--- config.mk ---
export PLATFORM = sky130hd
export DESIGN_NAME = alu_exec_unit_flat
export DESIGN_NICKNAME = d
export VERILOG_FILES = /design/src/rtl/alu_exec_unit_if.sv /design/src/rtl/alu_exec_unit.sv /design/src/flat_wrapper.sv
export SDC_FILE = /design/constraint.sdc
export NUM_CORES = 1
export LEC_CHECK = 0
export ABC_AREA = 1
export CORE_MARGIN = 2
export CORE_UTILIZATION = 57
export CTS_CLUSTER_SIZE = 16
export DETAILED_ROUTE_END_ITERATION = 6
export GPL_TIMING_DRIVEN = 0
export MAX_ROUTING_LAYER = met4
export PLACE_DENSITY = 0.83
export SYNTH_ARGS = -nofsm -noshare
export SYNTH_HDL_FRONTEND = slang
export SYNTH_SLANG_ARGS = --single-unit
--- constraint.sdc ---
create_clock -name clk -period 4.7 [get_ports clk]
set_clock_uncertainty 0.2 [all_clocks]
set_input_delay 0.94 -clock clk [delete_from_list [all_inputs] [get_ports clk]]
set_output_delay 0.94 -clock clk [all_outputs]
set_load 0.01 [all_outputs]
--- src/rtl/alu_exec_unit_if.sv ---
// Handshake and data bundle between the ALU decoder/CPU (master) and alu_exec_unit (slave).
interface alu_exec_unit_if #(
    parameter int WIDTH = 32
);
    logic             in_valid;
    logic             in_ready;
    logic [3:0]       ALU_control;
    logic [WIDTH-1:0] src_a;
    logic [WIDTH-1:0] src_b;
    logic             out_valid;
    logic [WIDTH-1:0] result;
    logic             zero;
    logic             busy;

    modport master (
        output in_valid, ALU_control, src_a, src_b,
        input  in_ready, out_valid, result, zero, busy
    );

    modport slave (
        input  in_valid, ALU_control, src_a, src_b,
        output in_ready, out_valid, result, zero, busy
    );
endinterface

--- src/rtl/alu_exec_unit.sv ---
// Execute-stage ALU: single-cycle logic/arith/shift/compare ops plus an iterative shift-add MUL.
// Define MUL_EARLY_EXIT_EN to let MUL finish as soon as the remaining multiplier bits are all zero.
module alu_exec_unit #(
    parameter int WIDTH = 32
) (
    input  logic           clk,
    input  logic           reset,
    alu_exec_unit_if.slave bus
);
    localparam int SH_W  = $clog2(WIDTH);
    localparam int CNT_W = $clog2(WIDTH) + 1;

    localparam logic [3:0] OP_AND  = 4'b0000;
    localparam logic [3:0] OP_OR   = 4'b0001;
    localparam logic [3:0] OP_XOR  = 4'b0010;
    localparam logic [3:0] OP_ADD  = 4'b0011;
    localparam logic [3:0] OP_SUB  = 4'b0100;
    localparam logic [3:0] OP_SLL  = 4'b0101;
    localparam logic [3:0] OP_SRL  = 4'b0110;
    localparam logic [3:0] OP_SRA  = 4'b0111;
    localparam logic [3:0] OP_SLTU = 4'b1000;
    localparam logic [3:0] OP_SLT  = 4'b1001;
    localparam logic [3:0] OP_MUL  = 4'b1110;

    typedef enum logic {IDLE, MUL} state_t;

    state_t           state, state_next;
    logic [WIDTH-1:0] acc, mcand, mplier;
    logic [CNT_W-1:0] cnt;
    logic [WIDTH-1:0] result_q;
    logic             zero_q;
    logic             out_valid_q;

    logic             accept_op, accept_mul, mul_done;
    logic [WIDTH-1:0] acc_step, mplier_step, op_result;
    logic [SH_W-1:0]  shamt;

    assign shamt = bus.src_b[SH_W-1:0];

    always_comb begin
        op_result = '0;
        case (bus.ALU_control)
            OP_AND:  op_result = bus.src_a & bus.src_b;
            OP_OR:   op_result = bus.src_a | bus.src_b;
            OP_XOR:  op_result = bus.src_a ^ bus.src_b;
            OP_ADD:  op_result = bus.src_a + bus.src_b;
            OP_SUB:  op_result = bus.src_a - bus.src_b;
            OP_SLL:  op_result = bus.src_a << shamt;
            OP_SRL:  op_result = bus.src_a >> shamt;
            OP_SRA:  op_result = $signed(bus.src_a) >>> shamt;
            OP_SLTU: op_result = {{(WIDTH-1){1'b0}}, (bus.src_a < bus.src_b)};
            OP_SLT:  op_result = {{(WIDTH-1){1'b0}}, ($signed(bus.src_a) < $signed(bus.src_b))};
            default: op_result = '0;
        endcase
    end

    // The last iteration's sum is written straight to result, so no extra drain cycle.
    always_comb begin
        state_next  = state;
        accept_op   = 1'b0;
        accept_mul  = 1'b0;
        mul_done    = 1'b0;
        acc_step    = acc + (mplier[0] ? mcand : '0);
        mplier_step = mplier >> 1;
        case (state)
            IDLE: begin
                if (bus.in_valid) begin
                    if (bus.ALU_control == OP_MUL) begin
                        accept_mul = 1'b1;
                        state_next = MUL;
                    end else begin
                        accept_op = 1'b1;
                    end
                end
            end
            MUL: begin
`ifdef MUL_EARLY_EXIT_EN
                mul_done = (cnt == CNT_W'(1)) || (mplier_step == '0);
`else
                mul_done = (cnt == CNT_W'(1));
`endif
                if (mul_done)
                    state_next = IDLE;
            end
            default: state_next = IDLE;
        endcase
    end

    always_ff @(posedge clk or posedge reset) begin
        if (reset)
            state <= IDLE;
        else
            state <= state_next;
    end

    always_ff @(posedge clk or posedge reset) begin
        if (reset) begin
            acc         <= '0;
            mcand       <= '0;
            mplier      <= '0;
            cnt         <= '0;
            result_q    <= '0;
            zero_q      <= 1'b0;
            out_valid_q <= 1'b0;
        end else begin
            out_valid_q <= 1'b0;
            if (accept_op) begin
                result_q    <= op_result;
                zero_q      <= (op_result == '0);
                out_valid_q <= 1'b1;
            end
            if (accept_mul) begin
                acc    <= '0;
                mcand  <= bus.src_a;
                mplier <= bus.src_b;
                cnt    <= CNT_W'(WIDTH);
            end
            if (state == MUL) begin
                acc    <= acc_step;
                mcand  <= mcand << 1;
                mplier <= mplier_step;
                cnt    <= cnt - CNT_W'(1);
                if (mul_done) begin
                    result_q    <= acc_step;
                    zero_q      <= (acc_step == '0);
                    out_valid_q <= 1'b1;
                end
            end
        end
    end

    assign bus.in_ready  = (state == IDLE);
    assign bus.busy      = (state == MUL);
    assign bus.out_valid = out_valid_q;
    assign bus.result    = result_q;
    assign bus.zero      = zero_q;
endmodule

--- src/flat_wrapper.sv ---
// flat-port wrapper written by rule: the top's interface ports become plain ports
module alu_exec_unit_flat 
#(
    parameter int WIDTH = 32
)
  (clk, reset, bus_in_valid, bus_ALU_control, bus_src_a, bus_src_b, bus_in_ready, bus_out_valid, bus_result, bus_zero, bus_busy);
  alu_exec_unit_if #(.WIDTH(WIDTH)) bus_i ();
  input  logic clk;
  input  logic reset;
  input wire logic [$bits(bus_i.in_valid)-1:0] bus_in_valid;
  input wire logic [$bits(bus_i.ALU_control)-1:0] bus_ALU_control;
  input wire logic [$bits(bus_i.src_a)-1:0] bus_src_a;
  input wire logic [$bits(bus_i.src_b)-1:0] bus_src_b;
  output wire logic [$bits(bus_i.in_ready)-1:0] bus_in_ready;
  output wire logic [$bits(bus_i.out_valid)-1:0] bus_out_valid;
  output wire logic [$bits(bus_i.result)-1:0] bus_result;
  output wire logic [$bits(bus_i.zero)-1:0] bus_zero;
  output wire logic [$bits(bus_i.busy)-1:0] bus_busy;
  assign bus_i.in_valid = bus_in_valid;
  assign bus_i.ALU_control = bus_ALU_control;
  assign bus_i.src_a = bus_src_a;
  assign bus_i.src_b = bus_src_b;
  assign bus_in_ready = bus_i.in_ready;
  assign bus_out_valid = bus_i.out_valid;
  assign bus_result = bus_i.result;
  assign bus_zero = bus_i.zero;
  assign bus_busy = bus_i.busy;
  alu_exec_unit #(.WIDTH(WIDTH)) u_core (.clk(clk), .reset(reset), .bus(bus_i));
endmodule
==> summary.md <==
| Metric | Value |
|---|---|
| Tot Pwr | 6.96 mW |
| Post-synth EDFFs | 0 |
| Outcome | finished, violations left |
| Vias in the first global route | 23,200 |
| Commonest non-fill, non-tap cell in the layout | nand2_1 |
| Req. time, crit path | between 4000 and 5000 ps |
| Die height | between 150 and 200 um |
| Area contributors post-synth | nand2_1 (21%), dfrtp_1 (19%), nand3_1 (13%) |
| Failing checks | DRC |
| Post-Syn Area | 18,300 um2 |
| PnR worst setup slack | 39.8 ps |
| H-tree depth | 4 |
| Post-synthesis async set-or-reset flop share | 100% |
| Top_reg_cell synth | dfrtp_1 |
| LEAKAGE | about 11 nW |
| Achievable Freq | 0.215 GHz |
| Critical path type | primary input to flop |
| PwrDens | around 340 nW/um2 |
| Met1 usage | 57.8% |
| CP Launch Type | primary input |
| IO Pins | around 110 |
| DR vias/cell | 6.50 |
| Antenna violations before repair | 4 |
| CTS tree | built |
| Post-synthesis cell type count | 46 |
| Mapped Nets | 3,401 |
| Crit path capture type | flop |
| Overall Global Routing Usage | a little over half |
| Detailed-route via count | approximately 24,000 |
| Most used routing layer in global routing | met2 |
| Most frequent cells in the layout | nand2_1 (1,038), nand3_1 (455), inv_1 (435), nor2_1 (275), ha_1 (142) |
| Worst min path class | flop to flop |
| Max Cap Violations | 0 |
| Crit Path Max Fanout | 20 |
| DRC | 27 |
| Root Driver | clkbuf_16 |
| Reg2Reg Depth | 18 |
| Fin crit period | 4660 ps |
| Number of I/O port buffers | ~110 |
| Worst slew pin tran | between 900 and 1000 ps |
| Dpl ws | -960 ps |
| Fin. Hold Viols | 0 |
| DR WL/cell | between 20 and 25 um |
| Routability-driven placement congestion ratio | 1.28 |
| Synth top area share | 21.4% |
| Skew-Pair Late Insertion Delay | 440 ps |
| Area leader, netlist | nand2_1 |
| Seq/Total Area, Yosys | 18.8% |
| Final Setup Violations | 0 |
| Met2 GRT Util | 81.8% |
| Final Instance Area | 20,600 um2 |
| End of the critical path | u_core.bus.zero |
| Fin nets | 3,526 |
| Met3 GRT Util | 15.0% |
| Number of CTS-inserted buffers | 17 |
| Std cell rows | 65 |
| Worst setup startpoint | bus_src_b[3] |
| RSZ-0062 raised after global routing | false |
| Starting density of the core | between 50% and 60% |
| Detailed Route WL | about 89,000 um |
| Data arrival time of the critical path | ~4800 ps |
| Die area | 33,500 um2 |
| Dpl cell area | 19,900 um2 |
| Fin. max-slew vios | 0 |
| Clock-pin slew on the worst setup and hold paths | roughly 60 ps |
| Final HPWL DP | slightly above 70,000 um |
| Grt total ovfl | 0 |
| Maximum clock path buffer count | 2 |
| Pin count of the biggest net entering global routing | 43 |
| Core area | 31,600 um2 |
| Maximum VDD drop | 0.197 mV |
| Clock Sinks | between 100 and 150 |
| P&R area growth vs syn | 12.6% |
| Final TNS setup | 0 ps |
| Tcrit/Tclk final | 99.2% |
| Final core utilization | 65.1% |
| First-pass GRT wire length | 133,000 um |
| 1st-pass router iterations | 7 |
| Starting DRT DRC Count | 3,885 |
| Share of layout cells above drive strength 1 | 4.88% |
| R2r startpoint | u_core.mplier[0] |
| RR Endpoint | u_core.bus.zero |
| Syn_area_per_cell | 5.73 um2 |
| Reg-to-reg slack, setup | 280 ps |
| Seq cells post-synth | 137 |
| Die width | 183 um |
| ANT nets after route | 0 |
| Synthesis Warnings | 0 |
| Worst rel slew slack | about 40% |
| Cells after Synth | 3,185 |
## cell usage after synthesis, types with 13 or more instances
cell / count
nand2_1: 1040
nand3_1: 461
inv_1: 437
nor2_1: 282
ha_1: 142
dfrtp_1: 137
a21oi_1: 116
o21ai_0: 102
o211ai_1: 64
buf_2: 52
clkbuf_1: 48
o221ai_1: 47
nand4_1: 39
nor3_1: 31
o22ai_1: 25
o21bai_1: 21
nand2_2: 14
inv_2: 13
## worst max-delay path, stage by stage
cell and delay (ps):
clkdlybuf4s50_1 460, buf_6 150, inv_1 60, clkbuf_4 220, buf_4 340, ha_1 290, clkbuf_4 190, inv_1 90
nand2_1 120, nand3_4 160, nand2_1 90, nand2_2 120, nand2_1 80, nand2_1 110, nand4_1 240, nand2_2 190
nand2_1 100, nand3_1 80, nand2_1 130, inv_2 110, nand3_1 100, nor2_2 210, nand2_1 100, a21oi_2 110
## how the worst min path moves through the flow
stage	from	end	slack, ps	cells after the start
after floorplan	u_core.cnt[5]	u_core.cnt[5]	250	1
after global placement	u_core.cnt[5]	u_core.cnt[5]	260	1
after detailed placement	u_core.cnt[5]	u_core.cnt[5]	280	1
after CTS	u_core.cnt[5]	u_core.cnt[5]	290	1
after global routing	u_core.cnt[5]	u_core.cnt[5]	300	1
final	u_core.cnt[5]	u_core.cnt[5]	300	1
## sequential cells by signal, indices dropped and copies added, names as in the netlist
signal,count
u_core.acc,32
u_core.bus.out_valid,1
u_core.cnt,6
u_core.bus.result,32
u_core.bus.zero,1
u_core.mplier,32
u_core.bus.busy,1
u_core.mcand,32
## cells by family (layout without fill, tap and decap cells)
kind of cell,after synthesis,after routing,share of synthesized area [%]
xor gates and xnor gates,18,18,0.864
AOI/OAI and AO/OA,412,412,14.1
DFF,137,137,18.8
buffers and inverters,579,717,12.6
adders and majority gates,145,145,10.1
other,0,5,0
and+or+nand+nor,1894,1894,43.6
## stage by stage
stage / instances / hold slack, ps
5_1_grt: 3729 / 298
3_5_place_dp: 3695 / 280
4_1_cts: 3726 / 288
2_1_floorplan: 3185 / 246
3_3_place_gp: 3692 / 263
6_report: 3730 / 298
## routing by layer
metal / vias up / wire [um]
met5: - / 0
met4: 0 / 10500
met3: 762 / 11500
met2: 2024 / 38000
met1: 10900 / 28800
li1: 10600 / -
## where the power goes
| group | total [mW] | internal (mW) | switching [mW] | leakage (nW) |
|---|---|---|---|---|
| Clock | 1.40 | 0.796 | 0.607 | 0.285 |
| Sequential | 1.93 | 1.62 | 0.315 | 1.80 |
| Combinational | 3.62 | 1.20 | 2.43 | 8.86 |
| Total | 6.96 | 3.61 | 3.35 | 10.9 |
## what timing repair did
| action | 4_1_cts | 5_1_grt |
|---|---|---|
| gates resized for setup | 12 | 21 |
| buffers inserted | 0 | 1 |
| hold buffers | 0 | 0 |
| cloned | 0 | 0 |
| pin swaps | 0 | 2 |
| setup endpoints to repair | 4 | 2 |
## layout make-up
class | instances | area, um2
Multi-Input combinational cell | 2469 | 12600
Fill cell | 3018 | 11000
Sequential cell | 137 | 3430
Inverter | 456 | 1720
Timing Repair Buffer | 109 | 1110
Buffer | 120 | 599
Tap cell | 402 | 503
Clock buffer | 18 | 429
Clock inverter | 14 | 161
Antenna cell | 5 | 12.5
(Power assumes the default switching activity.)
